==> config.mk <==
export PLATFORM = sky130hd
export DESIGN_NAME = regfile_rd_flat
export DESIGN_NICKNAME = d
export VERILOG_FILES = /design/src/rtl/regfile_pkg.sv /design/src/rtl/regfile_rd_if.sv /design/src/rtl/regfile_dump_fsm.sv /design/src/rtl/regfile_rd.sv /design/src/flat_wrapper.sv
export SDC_FILE = /design/constraint.sdc
export NUM_CORES = 1
export LEC_CHECK = 0
export ABC_AREA = 1
export BUFFER_PORTS_ARGS = -buffer_cell sky130_fd_sc_hd__buf_2
export CAP_MARGIN = 10
export CORE_ASPECT_RATIO = 1.75
export CORE_MARGIN = 5
export CORE_UTILIZATION = 40
export DETAILED_ROUTE_END_ITERATION = 12
export HOLD_SLACK_MARGIN = 0.12
export PLACE_DENSITY = 0.69
export SLEW_MARGIN = 20
export SYNTH_ARGS = -nofsm -noshare
export SYNTH_HDL_FRONTEND = slang
export SYNTH_SLANG_ARGS = --single-unit
export TNS_END_PERCENT = 100
==> constraint.sdc <==
create_clock -name clk -period 1.2 [get_ports clk]
set_input_delay 0.18 -clock clk [delete_from_list [all_inputs] [get_ports clk]]
set_output_delay 0.18 -clock clk [all_outputs]
set_load 0.005 [all_outputs]
==> src/rtl/regfile_pkg.sv <==
// -----------------------------------------------------------------------------
// regfile_pkg
// Shared types and helpers for the register bank and its debug dump engine.
//   dump_state_e : dump FSM states (IDLE / LOAD / SEND)
//   read_bypass  : read value of one register with write-first bypass and
//                  the optional hard-wired zero register applied
// -----------------------------------------------------------------------------
package regfile_pkg;

    typedef enum logic [1:0] {
        IDLE = 2'd0,
        LOAD = 2'd1,
        SEND = 2'd2
    } dump_state_e;

    // The helper works on fixed 32-bit operands so one function serves every
    // BITS/ABITS instance; callers widen the inputs and truncate the result.
    localparam int MAX_W = 32;

    // A write to the read address in the same cycle wins over the stored
    // value. A dropped write to register 0 never shows up, because the zero
    // rule is tested first.
    function automatic logic [MAX_W-1:0] read_bypass(
        input logic [MAX_W-1:0] stored,
        input logic [MAX_W-1:0] addr,
        input logic [MAX_W-1:0] waddr,
        input logic             wenable,
        input logic [MAX_W-1:0] wdata,
        input logic             zero_reg
    );
        if (zero_reg && addr == '0)
            return '0;
        if (wenable && waddr == addr)
            return wdata;
        return stored;
    endfunction

endpackage

==> src/rtl/regfile_rd_if.sv <==
// -----------------------------------------------------------------------------
// regfile_rd_if
// Bus bundle between the register bank and its users.
//   write port : wenable, waddr, wdata
//   read ports : raddr0/rdata0, raddr1/rdata1 (data registered, latency 1)
//   dump port  : dump_start, dump_busy, dump_valid/dump_ready handshake,
//                dump_addr, dump_data
// master = user side (decode / debug logic), slave = register bank.
// -----------------------------------------------------------------------------
interface regfile_rd_if #(
    parameter int BITS  = 4,
    parameter int NREGS = 8
);
    localparam int ABITS = $clog2(NREGS);

    logic             wenable;
    logic [ABITS-1:0] waddr;
    logic [BITS-1:0]  wdata;
    logic [ABITS-1:0] raddr0;
    logic [BITS-1:0]  rdata0;
    logic [ABITS-1:0] raddr1;
    logic [BITS-1:0]  rdata1;
    logic             dump_start;
    logic             dump_busy;
    logic             dump_valid;
    logic             dump_ready;
    logic [ABITS-1:0] dump_addr;
    logic [BITS-1:0]  dump_data;

    modport master (
        output wenable, waddr, wdata, raddr0, raddr1, dump_start, dump_ready,
        input  rdata0, rdata1, dump_busy, dump_valid, dump_addr, dump_data
    );

    modport slave (
        input  wenable, waddr, wdata, raddr0, raddr1, dump_start, dump_ready,
        output rdata0, rdata1, dump_busy, dump_valid, dump_addr, dump_data
    );

endinterface

==> src/rtl/regfile_dump_fsm.sv <==
// -----------------------------------------------------------------------------
// regfile_dump_fsm
// Walks every register index once and presents each as one valid/ready beat.
// A beat is captured in LOAD (one cycle) and held in SEND until accepted, so
// the presented data is a snapshot that later writes do not disturb.
//   clk, rst   : clock, synchronous active-high reset
//   i_start    : begin a dump (ignored while busy)
//   i_ready    : consumer accepts the current beat
//   o_rd_addr  : index fed to the bank's bypassed read path
//   i_rd_data  : bypassed register value for o_rd_addr
//   o_busy     : dump in progress
//   o_valid    : o_addr / o_data form a valid beat
//   o_addr     : index of the presented register
//   o_data     : snapshot of that register
// -----------------------------------------------------------------------------
module regfile_dump_fsm
    import regfile_pkg::*;
#(
    parameter int BITS  = 4,
    parameter int NREGS = 8,
    parameter int ABITS = $clog2(NREGS)   // derived; do not override
) (
    input  logic             clk,
    input  logic             rst,
    input  logic             i_start,
    input  logic             i_ready,
    output logic [ABITS-1:0] o_rd_addr,
    input  logic [BITS-1:0]  i_rd_data,
    output logic             o_busy,
    output logic             o_valid,
    output logic [ABITS-1:0] o_addr,
    output logic [BITS-1:0]  o_data
);

    localparam logic [ABITS-1:0] LAST_IDX = ABITS'(NREGS - 1);

    dump_state_e      r_state;
    dump_state_e      w_state_nxt;
    logic [ABITS-1:0] r_idx;
    logic [ABITS-1:0] w_idx_nxt;
    logic             w_load;
    logic [ABITS-1:0] r_addr;
    logic [BITS-1:0]  r_data;

    // NOTE: every output of always_comb is given a default before the case
    // statement, so no path leaves a signal unassigned and no latch appears.
    always_comb begin
        w_state_nxt = r_state;
        w_idx_nxt   = r_idx;
        w_load      = 1'b0;
        o_busy      = 1'b1;
        o_valid     = 1'b0;
        case (r_state)
            IDLE: begin
                o_busy = 1'b0;
                if (i_start) begin
                    w_state_nxt = LOAD;
                    w_idx_nxt   = '0;
                end
            end
            LOAD: begin
                w_load      = 1'b1;
                w_state_nxt = SEND;
            end
            SEND: begin
                o_valid = 1'b1;
                if (i_ready) begin
                    if (r_idx == LAST_IDX) begin
                        w_state_nxt = IDLE;
                    end else begin
                        w_idx_nxt   = r_idx + ABITS'(1);
                        w_state_nxt = LOAD;
                    end
                end
            end
            default: w_state_nxt = IDLE;
        endcase
    end

    // NOTE: state is updated with non-blocking assignments so every register
    // samples the pre-edge values regardless of statement order.
    always_ff @(posedge clk) begin
        if (rst) begin
            r_state <= IDLE;
            r_idx   <= '0;
            r_addr  <= '0;
            r_data  <= '0;
        end else begin
            r_state <= w_state_nxt;
            r_idx   <= w_idx_nxt;
            if (w_load) begin
                r_addr <= r_idx;
                r_data <= i_rd_data;
            end
        end
    end

    assign o_rd_addr = r_idx;
    assign o_addr    = r_addr;
    assign o_data    = r_data;

endmodule

==> src/rtl/regfile_rd.sv <==
// -----------------------------------------------------------------------------
// regfile_rd
// Register bank with one write port, two registered read ports (write-first
// bypass) and a serial debug dump port.
//   clk  : clock, all state changes on the rising edge
//   rst  : synchronous active-high reset, clears storage, read data and dump
//   bus  : regfile_rd_if slave modport (write, read and dump signals)
// Parameters: BITS data width, NREGS register count (power of two, >= 2),
// ZERO_REG = 1 makes register 0 read as zero and drops writes to it.
// -----------------------------------------------------------------------------
module regfile_rd
    import regfile_pkg::*;
#(
    parameter int BITS     = 4,
    parameter int NREGS    = 8,
    parameter int ZERO_REG = 1
) (
    input  logic         clk,
    input  logic         rst,
    regfile_rd_if.slave  bus
);

    localparam int   ABITS  = $clog2(NREGS);
    localparam logic W_ZERO = (ZERO_REG != 0);

    logic [BITS-1:0]  r_regs [NREGS];
    logic [BITS-1:0]  r_rdata0;
    logic [BITS-1:0]  r_rdata1;
    logic             w_wr_en;
    logic [BITS-1:0]  w_rd0;
    logic [BITS-1:0]  w_rd1;
    logic [ABITS-1:0] w_dump_raddr;
    logic [BITS-1:0]  w_dump_rdata;

    assign w_wr_en = bus.wenable && !(W_ZERO && bus.waddr == '0);

    // Three bypassed read paths share one rule: both read ports and the dump
    // snapshot see a same-cycle write exactly as a later read would.
    assign w_rd0 = BITS'(read_bypass(MAX_W'(r_regs[bus.raddr0]), MAX_W'(bus.raddr0),
                                     MAX_W'(bus.waddr), bus.wenable,
                                     MAX_W'(bus.wdata), W_ZERO));
    assign w_rd1 = BITS'(read_bypass(MAX_W'(r_regs[bus.raddr1]), MAX_W'(bus.raddr1),
                                     MAX_W'(bus.waddr), bus.wenable,
                                     MAX_W'(bus.wdata), W_ZERO));
    assign w_dump_rdata = BITS'(read_bypass(MAX_W'(r_regs[w_dump_raddr]),
                                            MAX_W'(w_dump_raddr),
                                            MAX_W'(bus.waddr), bus.wenable,
                                            MAX_W'(bus.wdata), W_ZERO));

    // NOTE: the storage array is reset explicitly because cleared registers
    // are architecturally visible; this keeps it in flops rather than RAM.
    always_ff @(posedge clk) begin
        if (rst) begin
            for (int i = 0; i < NREGS; i++)
                r_regs[i] <= '0;
        end else if (w_wr_en) begin
            r_regs[bus.waddr] <= bus.wdata;
        end
    end

    always_ff @(posedge clk) begin
        if (rst) begin
            r_rdata0 <= '0;
            r_rdata1 <= '0;
        end else begin
            r_rdata0 <= w_rd0;
            r_rdata1 <= w_rd1;
        end
    end

    assign bus.rdata0 = r_rdata0;
    assign bus.rdata1 = r_rdata1;

    regfile_dump_fsm #(
        .BITS  (BITS),
        .NREGS (NREGS),
        .ABITS (ABITS)
    ) u_dump (
        .clk       (clk),
        .rst       (rst),
        .i_start   (bus.dump_start),
        .i_ready   (bus.dump_ready),
        .o_rd_addr (w_dump_raddr),
        .i_rd_data (w_dump_rdata),
        .o_busy    (bus.dump_busy),
        .o_valid   (bus.dump_valid),
        .o_addr    (bus.dump_addr),
        .o_data    (bus.dump_data)
    );

endmodule

==> src/flat_wrapper.sv <==
// flat-port wrapper written by rule: the top's interface ports become plain ports
module regfile_rd_flat import regfile_pkg::*;
#(
    parameter int BITS     = 4,
    parameter int NREGS    = 8,
    parameter int ZERO_REG = 1
)
  (clk, rst, bus_wenable, bus_waddr, bus_wdata, bus_raddr0, bus_raddr1, bus_dump_start, bus_dump_ready, bus_rdata0, bus_rdata1, bus_dump_busy, bus_dump_valid, bus_dump_addr, bus_dump_data);
  regfile_rd_if #(.BITS(BITS), .NREGS(NREGS)) bus_i ();
  input  logic clk;
  input  logic rst;
  input wire logic [$bits(bus_i.wenable)-1:0] bus_wenable;
  input wire logic [$bits(bus_i.waddr)-1:0] bus_waddr;
  input wire logic [$bits(bus_i.wdata)-1:0] bus_wdata;
  input wire logic [$bits(bus_i.raddr0)-1:0] bus_raddr0;
  input wire logic [$bits(bus_i.raddr1)-1:0] bus_raddr1;
  input wire logic [$bits(bus_i.dump_start)-1:0] bus_dump_start;
  input wire logic [$bits(bus_i.dump_ready)-1:0] bus_dump_ready;
  output wire logic [$bits(bus_i.rdata0)-1:0] bus_rdata0;
  output wire logic [$bits(bus_i.rdata1)-1:0] bus_rdata1;
  output wire logic [$bits(bus_i.dump_busy)-1:0] bus_dump_busy;
  output wire logic [$bits(bus_i.dump_valid)-1:0] bus_dump_valid;
  output wire logic [$bits(bus_i.dump_addr)-1:0] bus_dump_addr;
  output wire logic [$bits(bus_i.dump_data)-1:0] bus_dump_data;
  assign bus_i.wenable = bus_wenable;
  assign bus_i.waddr = bus_waddr;
  assign bus_i.wdata = bus_wdata;
  assign bus_i.raddr0 = bus_raddr0;
  assign bus_i.raddr1 = bus_raddr1;
  assign bus_i.dump_start = bus_dump_start;
  assign bus_i.dump_ready = bus_dump_ready;
  assign bus_rdata0 = bus_i.rdata0;
  assign bus_rdata1 = bus_i.rdata1;
  assign bus_dump_busy = bus_i.dump_busy;
  assign bus_dump_valid = bus_i.dump_valid;
  assign bus_dump_addr = bus_i.dump_addr;
  assign bus_dump_data = bus_i.dump_data;
  regfile_rd #(.BITS(BITS), .NREGS(NREGS), .ZERO_REG(ZERO_REG)) u_core (.clk(clk), .rst(rst), .bus(bus_i));
endmodule
Word-level counts from Yosys, hierarchy flattened
Memory sizes are Yosys's and may differ from the RTL's. A register that Yosys moved wholly into a read port is not among the register bits.
Index checks and enable logic that the tools add are counted.
{"block": "word_totals", "register_bits": 20, "latch_bits": 0, "ramBits": 32, "romBits": 0, "inputBits": 18, "output_inout_bits": 17, "wordCells": 73, "memories": 1}
{"memory": "u_core.r_regs", "words": 8, "width": 4, "rd": 3, "rd_ports_with_merged_regs": 1, "write_ports": 8, "line_no": "regfile_rd.sv:26", "text": "logic [BITS-1:0] r_regs [NREGS];"}
{"block": "op_classes", "n_addsub": 1, "n_mul": 0, "div_mod_pow": 0, "order_cmp": 0, "n_eq_ne": 9, "shifts": 0, "n_mux": 42, "n_bitwise": 0, "n_reduce_logical": 14}
{"op": "$mux W4", "count": 13}
{"op": "$mux W1", "count": 19}
{"op": "$mux W3", "count": 6}
{"op": "$logic_not A3 Y1", "count": 4}
{"op": "$eq A3 B3 Y1", "count": 3}
{"op": "$ne A2 B2 Y1 const B", "count": 3}
{"op": "$pmux W2 S3", "count": 1}
{"op": "$pmux W3 S2", "count": 1}
{"op": "$logic_and A1 B1 Y1", "count": 4}
{"op": "$mux W2", "count": 2}
{"op": "$reduce_and A4 Y1", "count": 1}
{"op": "$reduce_or A4 Y1", "count": 1}
{"op": "$add A3 B1 Y3 const B", "count": 1}
{"op": "$eq A3 B3 Y1 const B", "count": 1}
{"op": "$eq A2 B1 Y1 const B", "count": 1}
{"op": "$eq A2 B2 Y1 const B", "count": 1}
{"op": "$logic_not A2 Y1", "count": 1}
{"op": "$reduce_and A2 Y1", "count": 1}
{"op": "$reduce_bool A2 Y1", "count": 1}
{"op": "$logic_not A1 Y1", "count": 1}

Depth between registers and ports, before layout
{"block": "depth", "depth_word": 8, "ltp_mapped": 9, "ltp_nobuf": 9}

By module
Synthesis repeated with hierarchy kept, for this count alone.
{"block": "hier_totals", "cells_unflattened": 461, "area_unflattened_um2": 3253.1}
{"mod": "regfile_rd", "n_inst": 1, "cells_each": 398, "area_per_inst_um2": 2752.6, "seq_area_each_um2": 1121.1}
{"mod": "regfile_dump_fsm", "n_inst": 1, "cells_each": 63, "area_per_inst_um2": 500.5, "seq_area_each_um2": 240.2}

Least setup slack after synthesis
Ideal clock, no wire load.
{"block": "synth_path", "kind": "reg2reg", "start": "reg u_core.u_dump.r_idx[0], in the netlist u_core.u_dump.o_rd_addr[0]", "end": "reg with a tool-made name", "setup_ps": 144, "arrival_time_ps": 1128, "required_time_ps": 1056, "setup_slack_ps": -72, "path_stages_with_launch": 7, "path_buffers": 0, "period_less_slack_ps": 1272, "cell_sequence": "dfxtp_1 -> ha_1 -> ha_1 -> a21oi_1 -> o211ai_1 -> nor2_1 -> a211oi_1"}
{"item": "start, declared", "line_no": "regfile_dump_fsm.sv:39", "text": "logic [ABITS-1:0] r_idx;"}
{"item": "start signal, assigned", "line_no": "regfile_dump_fsm.sv:90", "text": "r_idx <= w_idx_nxt;"}

Worst setup path after layout
{"block": "layout_path", "start": "reg u_core.u_dump.r_idx[1], in the netlist u_core.u_dump.o_rd_addr[1]", "end": "reg u_core.u_dump.r_idx[0], in the netlist u_core.u_dump.o_rd_addr[0]"}
{"block": "layout_between", "elab_chain_cells": 3}
{"item": "$eq A3 B3 Y1", "line_no": "regfile_dump_fsm.sv:68", "text": "if (r_idx == LAST_IDX) begin"}
{"item": "$ne A2 B2 Y1 (no line)"}
{"item": "$reduce_and A4 Y1 (no line)"}
Every way passes these cells.
A chain may end at the register's enable or synchronous reset.

==> flow_summary.yaml <==
synthesis:
  yosys_warnings: 0
  async_reset_ff_frac: 0
  avgSynthCellArea_um2: 7.400
  synthTopCellsByArea: "edfxtp_1, dfxtp_1, nand2_1"
  synthCells: 420
  netlist_area_mm2: 0.003108
  synth_top_area_share: 0.3092
  synth_edf_count: 32
  synth_cell_types: 30
  synth_largest_area_cell: "edfxtp_1"
  ys_seq_area_frac: 0.4573
  ys.flop_type: "edfxtp_1"
  ys_seq_elements: 55
timing:
  finalSetupViolCount: 11
  fin_skew_ps: 6.246
  hold_viol: 0
  setup_slack_ps: -123.3
  period_minus_slack_ps: 1323
  grt_setup_unrepaired: "yes"
  fmax_mhz: 755.7
  setup_tns_ps: -821.0
  fin_crit_sh: 1.103
  maxSlewViolCount: 0
critical_path:
  crit_path_cell_trace: "ha_4 > ha_4 > a21oi_2 > o211ai_1 > nor2_1 > a211oi_2"
  path_delay_family: "compound AO/OA/AOI/OAI gates"
  cp.arrival_ps: 1500
  cp_max_fo: 4
  critical_path.max_stage_delay_ps: 350
  cp_data_required_time_ps: 1380
  critPathCaptureType: "register"
  crit_type: "register to register"
  cpMostUsedCell: "ha_4"
  critPathLaunchType: "register"
  cp_slowest_cell: "dfxtp_2"
  cp.buffers_inverters: 0
place:
  place.gp.congestion: 0.9304
  place_inst: 578
  io_buffer_count: 34
  hpwlAfterDp_mm: 7.472
cells_and_area:
  fin_cells: 588
  layout_common_cells: "nand2_1, nor2_1, buf_4"
  drive_gt1_frac: 0.2600
  nets: 520
  syn_to_final_growth_pct: 26.57
  layout_commonest_cell: "nand2_1"
  seq_area_mm2: 0.001428
  multiInputGateArea_mm2: 0.001536
  diodes: 0
  fill_cells: 723
status:
  violations: "negative setup slack"
  status: "complete, but fails checks"
power:
  leakagePower_uw: 0.001785
  vdd_drop_max_mv: 0.8640
  power_uw: 4499
  p_per_area_mw_per_mm2: 1144
floorplanning:
  core-area_mm2: 0.007567
  io_pins: 35
  die_w_um: 76.64
  initial_core_util: 0.4107
  rows: 42
  fp.dieH_um: 126.6
  dieArea_mm2: 0.009703
clocking:
  clk_pin_slew_ps: 70
  insertion_delay_ps: 310
  cts_sinks: 55
  cts.htree.levels: 2
  cts_root_buffer: "clkbuf_16"
  postCtsHoldBufs: 0
  cts.path.max_buffers: 2
  cts_tree: "built"
  cts_buffers: 5
worst_hold_path:
  worstHoldPathType: "input pin to register"
run:
  maxCapViolCount: 0
detailed_routing:
  vias: 3173
  via_per_inst: 5.396
  routed_wl_mm: 9.431
  ant_nets: 0
  drcViolationCount: 0
  dr.pass1.iters: 5
  avgRoutedWirePerCell_um: 16.04
  drtIter0Drc: 289
grt:
  grt.total_usage: 0.2007
  antenna_found_initial: 0
  gr-total-overflow: 0
  grt_max_degree: 19
  grt_pass1_wl_mm: 15.28
  grt_pass1_vias: 3235
-- cell usage after synthesis (3+ instances only) --
cell type,n
dfxtp_1,23
nand2_1,121
a21oi_1,24
o211ai_1,5
o21ai_0,26
buf_4,4
nand2_2,4
a21oi_2,5
nor2_1,59
o22ai_1,7
nand3_1,47
inv_2,3
buf_2,6
inv_1,30
edfxtp_1,32
ha_1,3
-- layer usage --
metal | vias to the layer above | track usage | part of all wire
li1 | 1539 | - | -
met1 | 1450 | 0.1974 | 0.34
met2 | 138 | 0.3717 | 0.54
met3 | 46 | 0.03688 | 0.057
met4 | 0 | 0.1370 | 0.067
met5 | - | 0 | 0
-- cell families (layout without fill, tap and decap cells) --
kind of cell	Yosys count	in the layout	share of synthesized area
AO/OA/AOI/OAI	72	72	0.1304
adder cells (fa/ha/maj)	3	3	0.01208
buffers and inverters	50	127	0.07327
flip-flops	55	55	0.4573
other	1	4	0.001207
AND/OR/NAND/NOR	239	239	0.3257
-- registers in the layout, summed over array words and instances (netlist names), named ones only --
register,cells
u_core.bus.rdata0,4
u_core.bus.rdata1,4
u_core.r_regs,32
u_core.u_dump.o_addr,3
u_core.u_dump.o_data,4
u_core.u_dump.o_rd_addr,3
u_core.u_dump.r_state,2
-- power by group --
part	switching (µW)	internal, µW
Sequential	90.0	2120
Clock	717	784
Combinational	466	327
-- worst min-delay path, stage by stage --
cell,delay (ps)
buf_2,110
nand3_2,80
a211oi_2,70
-- final timing paths --
| check | startpoint | end | slack [ps] | depth (start not counted) |
|---|---|---|---|---|
| worst max-delay path | u_core.u_dump.o_rd_addr[1]$_SDFFE_PP0N_ | u_core.u_dump.o_rd_addr[0]$_SDFFE_PP0N_ | -120 | 6 |
| worst max register to register | u_core.u_dump.o_rd_addr[1]$_SDFFE_PP0N_ | u_core.u_dump.o_rd_addr[0]$_SDFFE_PP0N_ | -120 | 6 |
| worst min-delay path | bus_dump_ready | u_core.u_dump.o_rd_addr[0]$_SDFFE_PP0N_ | 190 | 3 |
| worst min register to register | u_core.u_dump.o_addr[2]$_SDFFE_PP0N_ | u_core.u_dump.o_addr[2]$_SDFFE_PP0N_ | 470 | 2 |
-- metrics by stage --
stage,area (µm²),setup slack [ps],hold slack (ps),utilization
after floorplan,3131,-4.126,356.4,-
after global placement,3702,-177.5,453.0,0.4893
after detailed placement,3702,-203.3,458.4,0.4893
after CTS,3894,-100.1,192.9,0.5146
after global routing,3934,-199.7,193.3,0.5198
final,3934,-123.3,185.4,0.5198
-- what timing repair did --
action,in CTS,in global routing
gates resized for setup,7,12
endpoints found under the setup margin,12,15
pin swaps,4,8
buffers inserted,1,1
-- final cells by class --
type	instances	share of cell area
clock inverters	3	0.006043
inverters	35	0.03403
clock buffers	5	0.03181
well taps	88	0.02799
flip-flops and latches	55	0.3629
repair buffers	84	0.1466
multi-input cells	318	0.3906
(Power assumes the default switching activity.)
